--- src/rtl/axi_stream_header_arbiter.sv ---
// Round-robin owner of the single header-insert port of axi_stream_insert_header.
// Define HDR_TIMEOUT_EN to add the end-of-packet watchdog and the timeout output.
module axi_stream_header_arbiter #(
  parameter int DATA_WD      = 32,
  parameter int DATA_BYTE_WD = DATA_WD / 8,
  parameter int BYTE_CNT_WD  = $clog2(DATA_BYTE_WD),
  parameter int NUM_SRC      = 4,
  parameter int SRC_WD       = (NUM_SRC > 1) ? $clog2(NUM_SRC) : 1,
  parameter int TIMEOUT_CYC  = 1024
) (
  input  logic                            clk,
  input  logic                            rst,
  input  logic [NUM_SRC-1:0]              req_valid,
  input  logic [NUM_SRC*DATA_WD-1:0]      req_data,
  input  logic [NUM_SRC*DATA_BYTE_WD-1:0] req_keep,
  input  logic [NUM_SRC*BYTE_CNT_WD-1:0]  req_cnt,
  output logic [NUM_SRC-1:0]              req_ready,
  output logic                            valid_insert,
  output logic [DATA_WD-1:0]              data_insert,
  output logic [DATA_BYTE_WD-1:0]         keep_insert,
  output logic [BYTE_CNT_WD-1:0]          byte_insert_cnt,
  input  logic                            ready_insert,
  input  logic                            valid_out,
  input  logic                            ready_out,
  input  logic                            last_out,
  output logic [SRC_WD-1:0]               grant_id,
`ifdef HDR_TIMEOUT_EN
  output logic                            timeout,
`endif
  output logic                            busy
);

  typedef enum logic [1:0] {IDLE, OFFER, WAIT_EOP} state_e;

  state_e                  state_q, state_d;
  logic [DATA_WD-1:0]      data_q, data_d;
  logic [DATA_BYTE_WD-1:0] keep_q, keep_d;
  logic [BYTE_CNT_WD-1:0]  cnt_q, cnt_d;
  logic [SRC_WD-1:0]       grant_q, grant_d;
  logic [SRC_WD-1:0]       rr_q, rr_d;
  logic                    found;
  logic [SRC_WD-1:0]       winner;
  logic                    eop;
`ifdef HDR_TIMEOUT_EN
  logic [15:0]             timer_q, timer_d;
  logic                    timeout_q, timeout_d;
`endif

  if (NUM_SRC < 2 || NUM_SRC > 16 || TIMEOUT_CYC < 1 || TIMEOUT_CYC > 65536) begin : g_bad_param
    $error("axi_stream_header_arbiter: NUM_SRC or TIMEOUT_CYC out of range");
  end

  assign eop             = valid_out & ready_out & last_out;
  assign valid_insert    = (state_q == OFFER);
  assign busy            = (state_q != IDLE);
  assign data_insert     = data_q;
  assign keep_insert     = keep_q;
  assign byte_insert_cnt = cnt_q;
  assign grant_id        = grant_q;
`ifdef HDR_TIMEOUT_EN
  assign timeout         = timeout_q;
`endif

  // Search starts one past the last winner, so the previous owner is checked last.
  always_comb begin
    found  = 1'b0;
    winner = '0;
    for (int k = 1; k <= NUM_SRC; k++) begin
      if (!found && req_valid[(int'(rr_q) + k) % NUM_SRC]) begin
        found  = 1'b1;
        winner = SRC_WD'((int'(rr_q) + k) % NUM_SRC);
      end
    end
  end

  always_comb begin
    state_d   = state_q;
    data_d    = data_q;
    keep_d    = keep_q;
    cnt_d     = cnt_q;
    grant_d   = grant_q;
    rr_d      = rr_q;
    req_ready = '0;
`ifdef HDR_TIMEOUT_EN
    timer_d   = timer_q;
    timeout_d = 1'b0;
`endif
    case (state_q)
      IDLE: begin
        if (found) begin
          req_ready[winner] = 1'b1;
          data_d  = req_data[winner*DATA_WD +: DATA_WD];
          keep_d  = req_keep[winner*DATA_BYTE_WD +: DATA_BYTE_WD];
          cnt_d   = req_cnt[winner*BYTE_CNT_WD +: BYTE_CNT_WD];
          grant_d = winner;
          rr_d    = winner;
          state_d = OFFER;
        end
      end
      OFFER: begin
        if (ready_insert) begin
          state_d = WAIT_EOP;
`ifdef HDR_TIMEOUT_EN
          timer_d = '0;
`endif
        end
      end
      WAIT_EOP: begin
        if (eop) begin
          state_d = IDLE;
        end
`ifdef HDR_TIMEOUT_EN
        else if (timer_q == 16'(TIMEOUT_CYC - 1)) begin
          state_d   = IDLE;
          timeout_d = 1'b1;
        end else begin
          timer_d = timer_q + 16'd1;
        end
`endif
      end
      default: state_d = IDLE;
    endcase
    // The capture strobe must not fire while the arbiter is being reset.
    if (rst) begin
      req_ready = '0;
    end
  end

  always_ff @(posedge clk) begin
    if (rst) begin
      state_q <= IDLE;
      data_q  <= '0;
      keep_q  <= '0;
      cnt_q   <= '0;
      grant_q <= '0;
      rr_q    <= SRC_WD'(NUM_SRC - 1);
    end else begin
      state_q <= state_d;
      data_q  <= data_d;
      keep_q  <= keep_d;
      cnt_q   <= cnt_d;
      grant_q <= grant_d;
      rr_q    <= rr_d;
    end
  end

`ifdef HDR_TIMEOUT_EN
  always_ff @(posedge clk) begin
    if (rst) begin
      timer_q   <= '0;
      timeout_q <= 1'b0;
    end else begin
      timer_q   <= timer_d;
      timeout_q <= timeout_d;
    end
  end
`endif

endmodule

--- config.mk ---
export PLATFORM = sky130hd
export DESIGN_NAME = axi_stream_header_arbiter
export DESIGN_NICKNAME = d
export VERILOG_FILES = /design/src/rtl/axi_stream_header_arbiter.sv
export SDC_FILE = /design/constraint.sdc
export NUM_CORES = 1
export LEC_CHECK = 0
export CAP_MARGIN = 20
export CORE_AREA = 8 8 139 76
export DETAILED_ROUTE_END_ITERATION = 8
export DIE_AREA = 0 0 147 84
export PLACE_DENSITY_LB_ADDON = 0.1
export SLEW_MARGIN = 20
export SYNTH_ARGS = -nofsm -noshare
export SYNTH_HDL_FRONTEND = slang
export SYNTH_SLANG_ARGS = --single-unit
--- constraint.sdc ---
create_clock -name clk -period 2.4 [get_ports clk]
set_input_delay 0.6 -clock clk [delete_from_list [all_inputs] [get_ports clk]]
set_output_delay 0.6 -clock clk [all_outputs]
set_load 0.005 [all_outputs]
==> flow_summary.json <==
{
  "drive_above_1_share": 0.0680,
  "critical-path-top-cell-by-count": "sky130_fd_sc_hd__dlygate4sd2_1",
  "critical_path.max_fanout": 3,
  "wirelength_um": 12000,
  "worst_ep_required_ps": 1800,
  "area_share_of_the_largest_cell_type_after_synthesis": 0.290,
  "criticalPathCategory": "input pin to output pin",
  "clock-root-buffer": "sky130_fd_sc_hd__clkbuf_16",
  "post_syn_area_um2": 3040,
  "clk_pin_slew_worst_paths_ps": 70,
  "cts_max_path_buffers": 2,
  "cts.hold.buffers_added": 0,
  "vias_per_cell": 5.07,
  "drt_drc_violations_left": 0,
  "netlist.top_cell.by_area": "sky130_fd_sc_hd__dfxtp_1",
  "io_pins": 208,
  "mostFrequentLayoutCells": "sky130_fd_sc_hd__clkdlybuf4s50_1 (199), sky130_fd_sc_hd__nand2_1 (45), sky130_fd_sc_hd__dfxtp_1 (44)",
  "layout_min_cycle_time_ps": 2350,
  "floorplan.die.height_um": 84,
  "cts_sinks": 44,
  "wire_per_inst_um": 17.0,
  "slowest_delay_ps": 260,
  "drt_pre_antenna_iters": 4,
  "run_status": "finished clean",
  "timing.hold.ws_ps": 446,
  "postLayoutCellArea_um2": 5510,
  "io_buffers": 207,
  "wire_length_of_the_first_global_routing_pass_um": 18600,
  "timing.max_slew.rel_slack": 0.745,
  "global_route.usage.total": 0.184,
  "worstPathArrival_ps": 1750,
  "critPathCaptureType": "output pin",
  "core.rowCount": 24,
  "critical_path.cell_chain": "dlygate4sd2_1 -> nand2b_1 -> a21o_2 -> nand3_2 -> nand2b_4 -> nor2_1 -> dlygate4sd2_1",
  "total_nets_final": 749,
  "ir_drop_mv": 0.282,
  "grt_overflow_total": 0,
  "setup_total_negative_slack_ps": 0,
  "design.die.area_um2": 12300,
  "tritoncts": "built",
  "antennaDiodeCount": 0,
  "yosysSeqAreaShare": 0.290,
  "yosys_warnings": 0,
  "design_power_total_uw": 2950,
  "cts_htree_levels": 2,
  "synth_edf_count": 0,
  "worst_setup_path_start_kind": "input pin",
  "mappedNetlistNets": 556,
  "cts-buffers-inserted": 5,
  "hp-class": "register to register",
  "achievable-frequency_mhz": 426,
  "finalHoldViolations": 0,
  "via_count_of_the_first_global_routing_pass": 3563,
  "final_antenna_net_count": 0,
  "detailedPlacementHpwl_um": 9250,
  "coreArea_um2": 8530,
  "yosys_register_bits": 44,
  "r2r_setup_slack_ps": 360,
  "timing_worst_slew_pin_value_ps": 383,
  "floorplan.initialDensity": 0.357,
  "slew_violations": 0,
  "syn2layout_area_growth_pct": 81.3,
  "post_synth_cell_types": 29,
  "postPlaceCellArea_um2": 5360,
  "first_iter_violations": 147,
  "number_of_antenna_violations_at_the_first_check_in_global_routing": 0,
  "final.setup_skew_ps": 6.42,
  "cellPowerDensity_nw_per_um2": 534,
  "maxCapViolations": 0,
  "async_flop_share": 0,
  "cp_slowest_cell": "sky130_fd_sc_hd__dlygate4sd2_1",
  "num_vias": 3576,
  "postSynthCellCount": 394,
  "postCtsSetupRepairBufs": 0,
  "min_period_over_period": 0.978,
  "layout.cells.most_common": "sky130_fd_sc_hd__clkdlybuf4s50_1",
  "setup_viol": 0,
  "leakage_uw": 0.00227,
  "grt_start_max_net_pins": 45,
  "gp_congestion": 0.722,
  "syn-mean-instance-area_um2": 7.72,
  "synth-main-ff-cell": "sky130_fd_sc_hd__dfxtp_1",
  "clock_insertion_delay_worst_skew_ps": 290,
  "floorplan.die.width_um": 147,
  "synth.area.top_cells": "sky130_fd_sc_hd__dfxtp_1 (29%), sky130_fd_sc_hd__mux2i_1 (13%), sky130_fd_sc_hd__and4_1 (11%), sky130_fd_sc_hd__o211ai_1 (9.6%), sky130_fd_sc_hd__a31oi_1 (8.0%)"
}
[where the power goes]
part           total (uW)  switching, uW  internal, uW
Combinational        1290            512           781
Sequential            927           63.3           864
Clock                 725            314           412
Total                2950            889          2060
[layer usage]
metal | wire, um | GRT usage | up-vias
li1 | - | - | 1822
met1 | 4880 | 0.203 | 1627
met2 | 5740 | 0.317 | 114
met3 | 1200 | 0.0850 | 13
met4 | 175 | 0.0469 | 0
met5 | 0 | 0 | -
[state kept, by name, summed over array words and instances, names as in the netlist]
register         cells
data_insert         32
keep_insert          4
byte_insert_cnt      2
grant_id             2
rr_q                 2
state_q              2
[final timing paths]
path,from,end,depth (start not counted)
hold / removal,grant_id[1]$_SDFFE_PP0P_,grant_id[1]$_SDFFE_PP0P_,2
setup / recovery,req_valid[2],req_ready[0],7
hold reg to reg,grant_id[1]$_SDFFE_PP0P_,grant_id[1]$_SDFFE_PP0P_,2
setup reg to reg,rr_q[0]$_SDFFE_PP1P_,keep_insert[2]$_SDFFE_PP0P_,7
[synth_stat cells (all sizes together), types with 3 or more instances]
cell type  count
o211ai        39
buf           15
nor2           8
a21o           3
a31oi         39
mux2i         38
inv           40
nand2         46
and4          38
nand2b         6
o21ai         39
clkbuf        27
dfxtp         44
[metrics by stage]
| step | util | setup WS (ps) | std cells |
|---|---|---|---|
| 6_report | 0.646 | 52.2 | 705 |
| 4_1_cts | 0.646 | 30.6 | 705 |
| 2_1_floorplan | - | 429 | 394 |
| 3_5_place_dp | 0.628 | -454 | 697 |
| 5_1_grt | 0.646 | -1.50 | 705 |
| 3_3_place_gp | 0.628 | -447 | 697 |
[timing repair]
item                                   4_1_cts  5_1_grt
gates resized for setup                     10        6
endpoints found under the hold margin        0        0
setup endpoints to repair                   11        4
[critical path: cells and delay by family]
family	cells	cell delay, ps
buffers and inverters	2	510
and+or+nand+nor	4	400
AOI/OAI and AO/OA	1	230
[area by class of cell]
type                       instances  area, um^2
tap                              117         146
sequential                        44         881
timing repair buffer             228        2340
inverter                          40         150
fill                             769        3020
multi-input combinational        268        1840
clock inverter                     2        10.0
clock buffer                       6         139
[cells by family after synthesis]
kind of cell | synth area share
and+or+nand+nor | 0.201
muxes | 0.125
buffers and inverters | 0.121
DFF | 0.290
AOI/OAI and AO/OA | 0.263
(Power assumes the default switching activity.)
